<file path="config.mk">
export PLATFORM = sky130hd
export DESIGN_NAME = lane_swap_sequencer_flat
export DESIGN_NICKNAME = d
export VERILOG_FILES = /design/src/rtl/lane_swap_sequencer_if.sv /design/src/rtl/lane_swap_sequencer.sv /design/src/flat_wrapper.sv
export SDC_FILE = /design/constraint.sdc
export NUM_CORES = 1
export LEC_CHECK = 0
export BUFFER_PORTS_ARGS = -buffer_cell sky130_fd_sc_hd__buf_4
export CORE_MARGIN = 2
export CORE_UTILIZATION = 55
export DETAILED_ROUTE_END_ITERATION = 6
export HOLD_SLACK_MARGIN = 0.03
export PLACE_DENSITY = 0.8
export SLEW_MARGIN = 20
export SYNTH_ARGS = -nofsm -noshare
export SYNTH_HDL_FRONTEND = slang
export SYNTH_SLANG_ARGS = --single-unit
export TNS_END_PERCENT = 100
</file>
<file path="constraint.sdc">
create_clock -name clk -period 2.2 [get_ports clk]
set_input_delay 0.11 -clock clk [delete_from_list [all_inputs] [get_ports clk]]
set_output_delay 0.11 -clock clk [all_outputs]
set_load 0.05 [all_outputs]
</file>
<file path="src/rtl/lane_swap_sequencer_if.sv">
// rtl/lane_swap_sequencer_if.sv - word-in / lane-out stream bundle for the absorb front-end
// master drives words and accepts lanes; slave is the sequencer side.
interface lane_swap_sequencer_if #(
  parameter int IDX_W = 5
);
  logic             s_valid;
  logic             s_ready;
  logic [31:0]      s_data;
  logic             s_last;
  logic             m_valid;
  logic             m_ready;
  logic [63:0]      m_data;
  logic [IDX_W-1:0] m_idx;
  logic             m_block_last;
  logic             m_msg_last;

  modport master (
    output s_valid, s_data, s_last, m_ready,
    input  s_ready, m_valid, m_data, m_idx, m_block_last, m_msg_last
  );

  modport slave (
    input  s_valid, s_data, s_last, m_ready,
    output s_ready, m_valid, m_data, m_idx, m_block_last, m_msg_last
  );
endinterface

</file>
<file path="src/rtl/lane_swap_sequencer.sv">
// rtl/lane_swap_sequencer.sv - packs 32-bit word pairs into framed, optionally byte-reversed 64-bit lanes
// Lane index runs per rate block and restarts at each message end.
module lane_swap_sequencer #(
  parameter int RATE_LANES = 21,
  parameter int IDX_W      = 5
) (
  input  logic                  clk,
  input  logic                  rst_n,
  input  logic                  cfg_swap,
  lane_swap_sequencer_if.slave  bus,
  output logic                  busy
);

  typedef enum logic {LO = 1'b0, HI = 1'b1} state_t;

  localparam logic [IDX_W-1:0] IDX_MAX = IDX_W'(RATE_LANES - 1);

  state_t           state;
  state_t           state_nx;
  logic [31:0]      lo_reg;
  logic             swap_lat;
  logic             msg_active;
  logic [IDX_W-1:0] idx_cnt;
  logic             accept;
  logic             load;
  logic             swap_eff;
  logic [63:0]      raw;
  logic [63:0]      lane_data;

  always_ff @(posedge clk or negedge rst_n) begin
    if (!rst_n) begin
      state <= LO;
    end else begin
      state <= state_nx;
    end
  end

  always_comb begin
    bus.s_ready = !bus.m_valid || bus.m_ready;
    accept      = bus.s_valid && bus.s_ready;
    state_nx    = state;
    load        = 1'b0;
    raw         = {32'h0, bus.s_data};
    case (state)
      LO: begin
        if (accept) begin
          if (bus.s_last) begin
            load = 1'b1;
          end else begin
            state_nx = HI;
          end
        end
      end
      HI: begin
        raw = {bus.s_data, lo_reg};
        if (accept) begin
          load     = 1'b1;
          state_nx = LO;
        end
      end
      default: state_nx = LO;
    endcase
    // a one-word message must already see this message's swap setting
    swap_eff  = (state == LO && !msg_active) ? cfg_swap : swap_lat;
    lane_data = swap_eff ? {<<8{raw}} : raw;
  end

  always_ff @(posedge clk or negedge rst_n) begin
    if (!rst_n) begin
      lo_reg           <= 32'h0;
      swap_lat         <= 1'b0;
      msg_active       <= 1'b0;
      idx_cnt          <= '0;
      bus.m_valid      <= 1'b0;
      bus.m_data       <= 64'h0;
      bus.m_idx        <= '0;
      bus.m_block_last <= 1'b0;
      bus.m_msg_last   <= 1'b0;
    end else begin
      if (accept && state == LO) begin
        lo_reg <= bus.s_data;
        if (!msg_active) begin
          swap_lat <= cfg_swap;
        end
      end
      if (accept) begin
        msg_active <= !bus.s_last;
      end
      if (load) begin
        bus.m_valid      <= 1'b1;
        bus.m_data       <= lane_data;
        bus.m_idx        <= idx_cnt;
        bus.m_block_last <= (idx_cnt == IDX_MAX);
        bus.m_msg_last   <= bus.s_last;
        if (bus.s_last || idx_cnt == IDX_MAX) begin
          idx_cnt <= '0;
        end else begin
          idx_cnt <= idx_cnt + 1'b1;
        end
      end else if (bus.m_ready) begin
        bus.m_valid <= 1'b0;
      end
    end
  end

  assign busy = msg_active || bus.m_valid;

endmodule

</file>
<file path="src/flat_wrapper.sv">
// flat-port wrapper written by rule: the top's interface ports become plain ports
module lane_swap_sequencer_flat 
#(
  parameter int RATE_LANES = 21,
  parameter int IDX_W      = 5
)
  (clk, rst_n, cfg_swap, busy, bus_s_valid, bus_s_data, bus_s_last, bus_m_ready, bus_s_ready, bus_m_valid, bus_m_data, bus_m_idx, bus_m_block_last, bus_m_msg_last);
  lane_swap_sequencer_if #(.IDX_W(IDX_W)) bus_i ();
  input  logic clk;
  input  logic rst_n;
  input  logic cfg_swap;
  output logic busy;
  input wire logic [$bits(bus_i.s_valid)-1:0] bus_s_valid;
  input wire logic [$bits(bus_i.s_data)-1:0] bus_s_data;
  input wire logic [$bits(bus_i.s_last)-1:0] bus_s_last;
  input wire logic [$bits(bus_i.m_ready)-1:0] bus_m_ready;
  output wire logic [$bits(bus_i.s_ready)-1:0] bus_s_ready;
  output wire logic [$bits(bus_i.m_valid)-1:0] bus_m_valid;
  output wire logic [$bits(bus_i.m_data)-1:0] bus_m_data;
  output wire logic [$bits(bus_i.m_idx)-1:0] bus_m_idx;
  output wire logic [$bits(bus_i.m_block_last)-1:0] bus_m_block_last;
  output wire logic [$bits(bus_i.m_msg_last)-1:0] bus_m_msg_last;
  assign bus_i.s_valid = bus_s_valid;
  assign bus_i.s_data = bus_s_data;
  assign bus_i.s_last = bus_s_last;
  assign bus_i.m_ready = bus_m_ready;
  assign bus_s_ready = bus_i.s_ready;
  assign bus_m_valid = bus_i.m_valid;
  assign bus_m_data = bus_i.m_data;
  assign bus_m_idx = bus_i.m_idx;
  assign bus_m_block_last = bus_i.m_block_last;
  assign bus_m_msg_last = bus_i.m_msg_last;
  lane_swap_sequencer #(.RATE_LANES(RATE_LANES), .IDX_W(IDX_W)) u_core (.clk(clk), .rst_n(rst_n), .cfg_swap(cfg_swap), .bus(bus_i), .busy(busy));
endmodule
</file>
## After elaboration in Yosys (flattened, before gate mapping)

Cells that the tools add are included.
Widths: inputs -> output; s select.

- Add/subtract/negate cells: 1
- Equal/unequal tests: 1
- Muxes and demuxes: 14
- Bitwise gates (word level): 2
- Reduce and logical (&&, ||, !) cells: 11

Operators with widths:

| cell | count |
|---|---|
| $mux 64 | 2 |
| $mux 1 | 9 |
| $add 5x1->5 const B | 1 |
| $eq 5x5->1 const B | 1 |
| $mux 5 | 1 |
| $pmux 1 s2 | 2 |
| $logic_and 1x1->1 | 3 |
| $logic_not 1->1 | 3 |
| $logic_or 1x1->1 | 3 |
| $not 1->1 | 2 |
| $reduce_and 2->1 | 1 |
| $reduce_bool 2->1 | 1 |

- Register bits after elaboration: 112
- Word-level logic and storage cells: 39

## Depth between registers and ports, before layout

Gate-level depths: netlist of run 1.

- Depth in word-level cells: 6
- Depth in mapped cells: 7
- Gate-level depth less buffers: 5

## Least setup slack after synthesis of run 1

No wires, ideal clock.

- Path kind: register to register
- From: register u_core.bus.m_valid
- To: register u_core.bus.m_data[24]
- Library setup time: 78 ps
- Arrival: 1,889 ps
- Data required time: 2,122 ps
- Path slack: 233 ps
- Cell stages (with the launch flop): 6
- Path buffers: 1
- Clock period less this slack: 1,967 ps
- Cell sequence: dfrtp_1 -> and2b_1 -> inv_2 -> clkbuf_1 -> a31oi_1 -> a21oi_1

- Word-level cells in the longest chain between the ends: 5
- Elaborated cells between the ends (all ways): 6

RTL lines:

| what | line | text |
|---|---|---|
| start: declaration | lane_swap_sequencer_if.sv:24 | `output s_ready, m_valid, m_data, m_idx, m_block_last, m_msg_last` |
| start signal: assignment | lane_swap_sequencer.sv:74 | `bus.m_valid <= 1'b0;` |
| start signal: assignment | lane_swap_sequencer.sv:90 | `bus.m_valid <= 1'b1;` |
| start signal: assignment | lane_swap_sequencer.sv:101 | `bus.m_valid <= 1'b0;` |
| $logic_not 1->1 * | lane_swap_sequencer.sv:39 | `bus.s_ready = !bus.m_valid \|\| bus.m_ready;` |
| $logic_or 1x1->1 * | lane_swap_sequencer.sv:39 |  |
| named net bus_s_ready | flat_wrapper.sv:17 | `output wire logic [$bits(bus_i.s_ready)-1:0] bus_s_ready;` |
| $logic_and 1x1->1 * | lane_swap_sequencer.sv:40 | `accept = bus.s_valid && bus.s_ready;` |
| $mux 1 (on tied branches) | lane_swap_sequencer.sv:56, lane_swap_sequencer.sv:46 |  |
| $pmux 1 s2 * | lane_swap_sequencer.sv:44 | `case (state)` |
| end signal: assignment | lane_swap_sequencer.sv:91 | `bus.m_data <= lane_data;` |
| end: declaration | lane_swap_sequencer_if.sv:24 |  |

Mark *: on every way through the listed nets, which the timed path passes. The rest lies on a longest branch.
A chain may end at the register's enable or synchronous reset.

## Final worst setup path of run 1

- From: register u_core.bus.m_valid
- To: register u_core.bus.m_data[41]

- Word-level cells in the longest chain between the ends: 5
- Elaborated cells between the ends (all ways): 6

RTL lines:

| what | line |
|---|---|
| $logic_not 1->1 * | lane_swap_sequencer.sv:39 |
| $logic_or 1x1->1 * | lane_swap_sequencer.sv:39 |
| $logic_and 1x1->1 * | lane_swap_sequencer.sv:40 |
| $mux 1 (on tied branches) | lane_swap_sequencer.sv:56, lane_swap_sequencer.sv:46 |
| $pmux 1 s2 * | lane_swap_sequencer.sv:44 |

Mark *: on every way between the ends. The rest lies on a longest branch, timed or not.

==> results of run 1 <==
cells in the mapped netlist (2+ instances only):
cell type  number  area (um^2)
nand4_1         3         18.8
o21a_1          2         15.0
nand2b_1        2         12.5
mux2_2         41          462
a21oi_1        32          160
mux2_4         30          450
nand2_1        32          120
o221ai_1        2         17.5
inv_1           6         22.5
nand3_1         7         35.0
o21ai_0        34          170
buf_2          11         55.1
ha_1            2         25.0
a32oi_1        31          272
buf_6           5         56.3
dfrtp_1       112         2800
buf_4           3         22.5
inv_2           2         7.51
nor2b_1         3         18.8
a31oi_1        97          607
clkbuf_1       39          146
layout by cell type, fill, tap and decap left out, types with 2 or more instances in the layout:
master,netlist,routed
a32oi_1,31,31
mux2_4,30,30
or2_2,1,2
dlygate4sd3_1,0,35
clkbuf_8,0,10
nand2b_1,2,2
mux2_2,41,41
ha_1,2,2
nand2_1,32,32
buf_4,3,125
inv_2,2,2
a21oi_1,32,32
nor2b_1,3,2
inv_1,6,6
a31oi_1,97,97
clkinv_2,0,4
o221ai_1,2,2
clkbuf_1,39,2
nand4_1,3,3
nand3_1,7,7
dfrtp_1,112,111
o21ai_0,34,34
o21a_1,2,2
buf_12,0,3
routing by layer:
layer | vias up | wire [um]
li1 | 2201 | -
met1 | 2490 | 6750
met2 | 366 | 7770
met3 | 55 | 1750
met4 | 0 | 503
met5 | - | 0
kinds of logic after synthesis:
group / Yosys count / synth area share
adders and majority gates: 2 / 0.00444
AOI/OAI and AO/OA: 203 / 0.227
DFF: 112 / 0.497
buffers and inverters: 67 / 0.0559
and+or+nand+nor: 60 / 0.0526
muxes: 72 / 0.163
metrics by stage:
step,area [um^2],power (mW)
3_5_place_dp,6540,8.76
2_1_floorplan,5640,7.07
5_1_grt,7050,10.4
6_report,7050,10.0
4_1_cts,7050,9.93
3_3_place_gp,6540,8.62
worst max-delay path, delay by kind of cell, from the launching register on:
| kind | cells | cell delay [ns] |
|---|---|---|
| compound gates | 1 | 0.20 |
| buf+inv | 2 | 0.72 |
| flops | 1 | 0.40 |
| simple gates | 2 | 0.48 |
worst max-delay path by stage:
stage                              startpoint                                end  slack [ns]
2_1_floorplan  u_core.bus.m_valid$_DFFE_PN0P_  u_core.bus.m_data[24]$_DFFE_PN0P_        0.23
3_3_place_gp   u_core.bus.m_valid$_DFFE_PN0P_  u_core.bus.m_data[36]$_DFFE_PN0P_        0.37
3_5_place_dp   u_core.bus.m_valid$_DFFE_PN0P_  u_core.bus.m_data[41]$_DFFE_PN0P_        0.27
4_1_cts        u_core.bus.m_valid$_DFFE_PN0P_  u_core.bus.m_data[41]$_DFFE_PN0P_        0.25
5_1_grt        u_core.bus.m_valid$_DFFE_PN0P_  u_core.bus.m_data[41]$_DFFE_PN0P_        0.07
6_report       u_core.bus.m_valid$_DFFE_PN0P_  u_core.bus.m_data[41]$_DFFE_PN0P_        0.20
power by group through the flow:
stage                     combinational (mW)  sequential (mW)  clock, mW
final                                   5.48             3.41       1.12
after global routing                    5.74             3.49       1.19
after CTS                               5.43             3.38       1.12
after detailed placement                5.36             3.40          0
after global placement                  5.24             3.37          0
after floorplan                         1.91             5.15          0
layout make-up:
type | instances | area, um^2 | area share
well taps | 133 | 166 | 0.0236
inverters | 8 | 30.0 | 0.00426
clock inverters | 4 | 20.0 | 0.00284
multi-input cells | 337 | 2540 | 0.360
flip-flops and latches | 112 | 2800 | 0.398
clock buffers | 12 | 145 | 0.0206
repair buffers | 163 | 1350 | 0.191
==> metrics.txt, run 1 <==
Avg WL per Cell=21.8 um; row count=36; post_cts resized=0; Max Slew Vio Count=0; Port Buffers=111; Yosys Warn Count=0; crit start category=register; final setup TNS=0 ns; Worst Reg2Reg Path Length in Cells=5; worst hold start=bus_s_valid; Worst path slowest cell=buf_4; reg-to-reg endpoint=u_core.bus.m_data[41]$_DFFE_PN0P_; fin crit period=2.00 ns; drt first pass iters=5; Initial Util=0.572; FFs w/ async S/R, synth=1.00; WHS=0.0592 ns; ys flop type=dfrtp_1; final wirelength=16.8 mm; drt drc=0; RePlAce Congestion=0.900; Final Cycle Share=0.907; CTS tree=done; M2 GR Usage=0.456; Yosys cell types=41; maxcap violations=0; die height=105 um; root buf cell=clkbuf_8; # Post-CTS Setup Buffers=0; hold buffers post-CTS=35; Starting DRT DRC Count=512; Most Crowded Layer GR=met2; worst hold endpoint=u_core.bus.m_msg_last$_DFFE_PN0P_; LEAKAGE=3.02 nW; share of layout cells above drive strength 1=0.351; Layout fillers=672; worst vdd ir=0.000829 V; # diodes=0; max reg flops=64; # clock sinks=112; # H-tree levels=3; global route overflow=0; Max Fclk=0.501 GHz; final worst slack=0.204 ns; Mapped Cells=516; global-route wire length before repair=26.8 mm; Hold Path Stages=2; Die ar.=0.0111 mm^2; IO Count=112; initial antenna violation count=0; Flop pwr share=0.340; final core utilization=0.715; vias in the first global route=4945; die width=105 um; clock-pin transition on the worst setup and hold timing paths=0.10 ns; Final ANT Viol Nets=0; power density cells=1420 mW/mm^2; GR met1 Demand/Resource=0.439; Crit Path Category=reg2reg; All-Layer GR Usage=0.305; Setup WS pre-CTS=0.269 ns; HPWL after DPL=10.1 mm; Final Hold Viols=0; post-DR vias/cell=6.65; register bit count reported by yosys=112; WP data arrival=2.22 ns; clk_lat worst skew=0.39 ns; Syn Area/Cell=10.9 um^2; total nets after synthesis=556; Area Growth Syn to Fin=25.0%; Non-Filler Instances=769; Critical R2R Launch=u_core.bus.m_valid$_DFFE_PN0P_; Worst-Margin Slew=0.991 ns; Synth Cell Area=0.00564 mm^2; status=finished, final reports clean; switching share of total power=0.482; clock skew=0.00495 ns; logic gate share of total power=0.547; Req. time, crit path=2.43 ns; largest net degree at the start of global routing=66; CP endpoint kind=register; worst min path class=in2reg; routed vias=5112; reg2reg setup slack=0.20 ns; CP peak stage delay=0.59 ns; Clock Power Share=0.112; RSZ-0062 raised after global routing=false; Critical Path, Cell by Cell=and2b_1 > inv_2 > and3_2 > buf_4 > a31oi_1; fin nets=671; CTS buffer count=9; Slew HR=0.339; cell total after placement=718; Sw Pwr=4.83 mW; Seq/Total Area, Yosys=0.497; count of final setup violators=0; Int Pwr=5.18 mW; Max FO, Critical Path=65; met3 track demand over resource=0.0680; core area=0.00986 mm^2; clock buffer depth=2; number of synthesized flops with an enable pin=0
Note: power is estimated with default switching activity, not from simulation.
==> run 2: changes to the inputs <==
PLACE_DENSITY = 0.83   (was 0.8)
==> run 2 against run 1 <==
  * Worst hold slack improved by 0.096 ns
  * Non-clock buffer count fell by 1
  * Die area did not move
  * Combinational power barely moved
  * Setup slack improved by 0.028 ns
  * Via count rose by 1.5%
  * Register-to-register slack improved by 0.03 ns
  * Sequential share of layout area fell by 0.25 points
  * Count of clock-buffer cells in the layout fell by 2
  * First-iteration DRC count rose by 23%
  * Cell count fell by 0.13%
  * Routed wire length rose by 2.2%
  * Critical endpoint is now u_core.bus.m_data[62]$_DFFE_PN0P_
==> metrics.txt, run 2 (synthesis gave the netlist of run 1 again) <==
Final ANT Viol Nets=0 (unchanged); row count=36 (unchanged); Max FO, Critical Path=32 (-51%); drt drc=0 (unchanged); CTS buffer count=9 (unchanged); CTS tree=done; reg-to-reg endpoint=u_core.bus.m_data[62]$_DFFE_PN0P_; Clock Power Share=0.138 (+0.026); post-DR vias/cell=6.76 (+1.6%); Power Total=10.3 mW (+2.9%); # diodes=0 (unchanged); root buf cell=clkbuf_8; die height=105 um (unchanged); Layout fillers=654 (-2.7%); worst hold start=bus_s_valid; Critical R2R Launch=u_core.state$_DFF_PN0_; Req. time, crit path=2.51 ns (+0.08 ns); Sw Pwr=4.91 mW (+1.7%); CP endpoint kind=register; worst hold endpoint=u_core.msg_active$_DFFE_PN0P_; Port Buffers=111 (unchanged); Crit Path Category=reg2reg; final core utilization=0.719 (+0.00444); Worst-Margin Slew=1.04 ns (+0.0515 ns); Die ar.=0.0111 mm^2 (unchanged); commonest cells after routing, fill and taps aside=125 x buf_4, 111 x dfrtp_1, 97 x a31oi_1, 41 x mux2_2, 35 x dlygate4sd3_1; switching share of total power=0.477 (-0.00560); All-Layer GR Usage=0.312 (+0.00767); count of final setup violators=0 (unchanged); drt first pass iters=5 (unchanged); WP data arrival=2.28 ns (+0.06 ns); status=finished, final reports clean; vias in the first global route=5104 (+3.2%); LEAKAGE=3.04 nW (+0.57%); routed vias=5189 (+1.5%); Final Hold Viols=0 (unchanged); share of layout cells above drive strength 1=0.353 (+0.00213); clk_lat worst skew=0.39 ns (about the same); worst vdd ir=0.000983 V (+19%); Worst Reg2Reg Path Length in Cells=3 (-2); Hold Path Stages=3 (+1); Max Slew Vio Count=0 (unchanged); # H-tree levels=3 (unchanged); Starting DRT DRC Count=629 (+23%); Setup WS pre-CTS=0.357 ns (+0.0879 ns); final setup TNS=0 ns (unchanged); # Post-CTS Setup Buffers=0 (unchanged); final worst slack=0.232 ns (+0.0275 ns); fin nets=670 (-0.15%); Int Pwr=5.39 mW (+4.0%); Flop pwr share=0.333 (-0.007); Max Fclk=0.508 GHz (+1.4%); crit start category=register; largest net degree at the start of global routing=66 (unchanged); Avg WL per Cell=22.3 um (+2.4%); RSZ-0062 raised after global routing=false; worst min path class=in2reg; clock skew=0.00847 ns (+0.00352 ns); die width=105 um (unchanged); clock buffer depth=2 (unchanged); post_cts resized=0 (unchanged); final wirelength=17.1 mm (+2.2%); commonest non-fill, non-tap cell in the layout=buf_4; Final Cycle Share=0.895 (-0.0125); logic gate share of total power=0.529 (-0.018); hold buffers post-CTS=35 (unchanged); power density cells=1450 mW/mm^2 (+2.3%); reg2reg setup slack=0.23 ns (+0.03 ns); Area Growth Syn to Fin=25.8%; global route overflow=0 (unchanged); global-route wire length before repair=27.4 mm (+2.4%); Slew HR=0.305 (-0.0344); max reg flops=64 (unchanged); clock-pin transition on the worst setup and hold timing paths=0.11 ns (about the same); fin crit period=1.97 ns (-0.0275 ns); initial antenna violation count=0 (unchanged); core area=0.00986 mm^2 (unchanged); Initial Util=0.572 (unchanged); RePlAce Congestion=0.882 (-2.0%); # clock sinks=112 (unchanged); HPWL after DPL=10.1 mm (about the same); maxcap violations=0 (unchanged); IO Count=112 (unchanged)
-- run 2: area by class of cell --
type                    instances  area (um^2)  area share
inverters                       8         30.0     0.00423
flip-flops and latches        112         2800       0.395
clock buffers                  10          138      0.0194
multi-input cells             337         2540       0.357
well taps                     133          166      0.0235
repair buffers                162         1330       0.187
clock inverters                 6         91.3      0.0129
-- run 2: worst max-delay path by stage --
stage                                         startpoint                                end  slack (ns)  depth (start not counted)
final                             u_core.state$_DFF_PN0_  u_core.bus.m_data[62]$_DFFE_PN0P_        0.23                          3
after global routing              u_core.state$_DFF_PN0_  u_core.bus.m_data[53]$_DFFE_PN0P_        0.16                          3
after CTS                 u_core.bus.m_valid$_DFFE_PN0P_       u_core.lo_reg[7]$_DFFE_PN0P_        0.32                          4
after detailed placement          u_core.state$_DFF_PN0_  u_core.bus.m_data[53]$_DFFE_PN0P_        0.36                          3
after global placement    u_core.bus.m_valid$_DFFE_PN0P_       u_core.lo_reg[9]$_DFFE_PN0P_        0.41                          4
after floorplan           u_core.bus.m_valid$_DFFE_PN0P_  u_core.bus.m_data[24]$_DFFE_PN0P_        0.23                          5
-- run 2: layer usage --
metal,vias to the layer above,GRT usage,share of wire
li1,2200,-,-
met1,2571,0.437,0.41
met2,351,0.469,0.46
met3,67,0.0792,0.096
met4,0,0.123,0.035
met5,-,0,0
-- run 2: power groups by stage --
stage,Clock (mW),Combinational (mW),Sequential [mW]
5_1_grt,1.49,5.71,3.51
3_5_place_dp,0,5.31,3.40
6_report,1.42,5.45,3.43
2_1_floorplan,0,1.91,5.15
3_3_place_gp,0,5.18,3.38
4_1_cts,1.41,5.38,3.38
-- run 2: critical path: stages, from the launching register on --
cell and delay [ns]:
dfrtp_2 0.50, o21a_1 0.86, o21ai_0 0.28, a31oi_1 0.23
-- run 2: per-stage QoR --
stage,cells,area [um^2],hold slack [ns]
after floorplan,516,5640,-0.186
after global placement,717,6520,0.190
after detailed placement,717,6520,0.204
after CTS,768,7090,0.133
after global routing,768,7090,0.171
final,768,7090,0.155
==> run 3: changes to the inputs <==
==> constraint.sdc (replaced) <==
create_clock -name clk -period 2.2 [get_ports clk]
set_input_delay 0.33 -clock clk [delete_from_list [all_inputs] [get_ports clk]]
set_output_delay 0.33 -clock clk [all_outputs]
set_load 0.05 [all_outputs]
==> run 3 against run 2 <==
  * Maximum frequency decreased by 0.43%
  * Global-route usage is 2.7 points lower
  * Largest cell class unchanged
  * Non-clock buffer count decreased by 30
  * Via count decreased by 5.5%
  * Cell count shrank 4.0%
==> metrics.txt, run 3 (synthesis gave the netlist of run 1 again) <==
Int Pwr=5.21 mW (-3.3%); CP endpoint kind=register; Die ar.=0.0111 mm^2 (unchanged); commonest non-fill, non-tap cell in the layout=buf_4; initial antenna violation count=0 (unchanged); Max FO, Critical Path=32 (unchanged); worst min path class=in2reg; # diodes=0 (unchanged); CTS buffer count=9 (unchanged); row count=36 (unchanged); WP data arrival=2.28 ns (about the same); # H-tree levels=3 (unchanged); clock buffer depth=2 (unchanged); switching share of total power=0.476 (about the same); Crit path buffers/inverters=0 (unchanged); Critical Path, Cell by Cell=o21a_1 > o21ai_0 > a31oi_1; Crit Path Category=reg2reg; All-Layer GR Usage=0.285 (-0.0274); Final Cycle Share=0.898 (+0.00388); global route overflow=0 (unchanged); WHS=0.180 ns (+0.0245 ns); Max Slew Vio Count=0 (unchanged); die height=105 um (unchanged); vias in the first global route=4701 (-7.9%); clk_lat worst skew=0.39 ns (about the same); Worst path slowest cell=o21a_1; clock skew=0.0109 ns (+0.00240 ns); worst hold start=bus_s_last; share of layout cells above drive strength 1=0.368 (+0.0148); Starting DRT DRC Count=421 (-33%); max reg flops=64 (unchanged); cell total after placement=721 (+0.56%); Initial Util=0.572 (unchanged); final wirelength=15.7 mm (-8.3%); CTS tree=done; core area=0.00986 mm^2 (unchanged); Worst Reg2Reg Path Length in Cells=3 (unchanged); RSZ-0062 raised after global routing=false; IO Count=112 (unchanged); # clock sinks=112 (unchanged); Flop pwr share=0.342 (+0.009); CP Depth=3 (unchanged); final worst slack=0.223 ns (-0.00854 ns); die width=105 um (unchanged); Setup WS pre-CTS=0.270 ns (-0.0870 ns); HPWL after DPL=10.3 mm (+2.0%); Clock Power Share=0.120 (-0.018); CP delay by family, top=compound AO/OA/AOI/OAI gates; RePlAce Congestion=0.878 (-0.43%); Non-Filler Instances=737 (-4.0%); status=finished, final reports clean; worst vdd ir=0.00113 V (+15%); Avg WL per Cell=21.3 um (-4.4%); post-DR vias/cell=6.65 (-1.6%); final setup TNS=0 ns (unchanged); Worst-Margin Slew=0.992 ns (-0.0512 ns); Final ANT Viol Nets=0 (unchanged); largest net degree at the start of global routing=52 (-21%); root buf cell=clkbuf_8; crit start category=register; Hold Path Stages=2 (-1); power density cells=1480 mW/mm^2 (+1.9%); Slew HR=0.339 (+0.0341); Req. time, crit path=2.50 ns (about the same); fin nets=640 (-4.5%); Final Hold Viols=0 (unchanged); routed vias=4902 (-5.5%); final core utilization=0.682 (-0.0372); count of final setup violators=0 (unchanged); global-route wire length before repair=25.1 mm (-8.5%); drt drc=0 (unchanged); maxcap violations=0 (unchanged); hold buffers post-CTS=1 (-97%); Setup crit start=u_core.state$_DFF_PN0_; LEAKAGE=2.89 nW (-5.1%); Area Growth Syn to Fin=19.3%; commonest cells after routing, fill and taps aside=129 x buf_4, 111 x dfrtp_1, 97 x a31oi_1, 41 x mux2_2, 34 x o21ai_0; drt first pass iters=6 (+1); CP peak stage delay=0.83 ns (-0.03 ns); # Post-CTS Setup Buffers=0 (unchanged); post_cts resized=0 (unchanged); logic gate share of total power=0.538 (+0.009); fin crit period=1.98 ns (+0.00854 ns); Max Fclk=0.506 GHz (-0.43%); Sw Pwr=4.74 mW (-3.5%); clock-pin transition on the worst setup and hold timing paths=0.10 ns (about the same); Port Buffers=111 (unchanged); Critical R2R Launch=u_core.state$_DFF_PN0_
-- run 3: cell type report --
| class | instances | area (um^2) |
|---|---|---|
| Fill cell | 711 | 3140 |
| Timing Repair Buffer | 132 | 1020 |
| Clock inverter | 1 | 30.0 |
| Tap cell | 133 | 166 |
| Clock buffer | 14 | 143 |
| Inverter | 8 | 30.0 |
| Multi-Input combinational cell | 337 | 2540 |
| Sequential cell | 112 | 2800 |
-- run 3: routing by layer --
metal  track usage  routed length (um)  vias up  share of wire
met2         0.435                7390      281           0.47
met5             0                   0        -              0
met4         0.105                 358        0          0.023
li1              -                   -     2140              -
met1         0.404                6670     2436           0.42
met3        0.0588                1300       45          0.083
-- run 3: path summary, 6_finish.rpt --
kind                                                     end  slack, ns
hold reg to reg            u_core.bus.m_msg_last$_DFFE_PN0P_       0.52
hold / removal                 u_core.msg_active$_DFFE_PN0P_       0.18
setup / recovery           u_core.bus.m_data[54]$_DFFE_PN0P_       0.22
setup reg to reg           u_core.bus.m_data[54]$_DFFE_PN0P_       0.22
min in group asynchronous      u_core.lo_reg[30]$_DFFE_PN0P_       0.38
max in group asynchronous   u_core.bus.m_data[7]$_DFFE_PN0P_       1.19
-- run 3: power by group through the flow --
stage          logic [mW]  clock network (mW)  registers, mW
3_5_place_dp         5.31                   0           3.39
4_1_cts              5.33                1.20           3.38
3_3_place_gp         5.20                   0           3.38
2_1_floorplan        1.91                   0           5.15
5_1_grt              5.64                1.28           3.48
6_report             5.35                1.20           3.40
-- run 3: through the flow --
stage,total power [mW],cell area [um^2]
3_5_place_dp,8.70,6550
3_3_place_gp,8.58,6550
2_1_floorplan,7.07,5640
6_report,9.95,6730
4_1_cts,9.90,6730
5_1_grt,10.4,6730
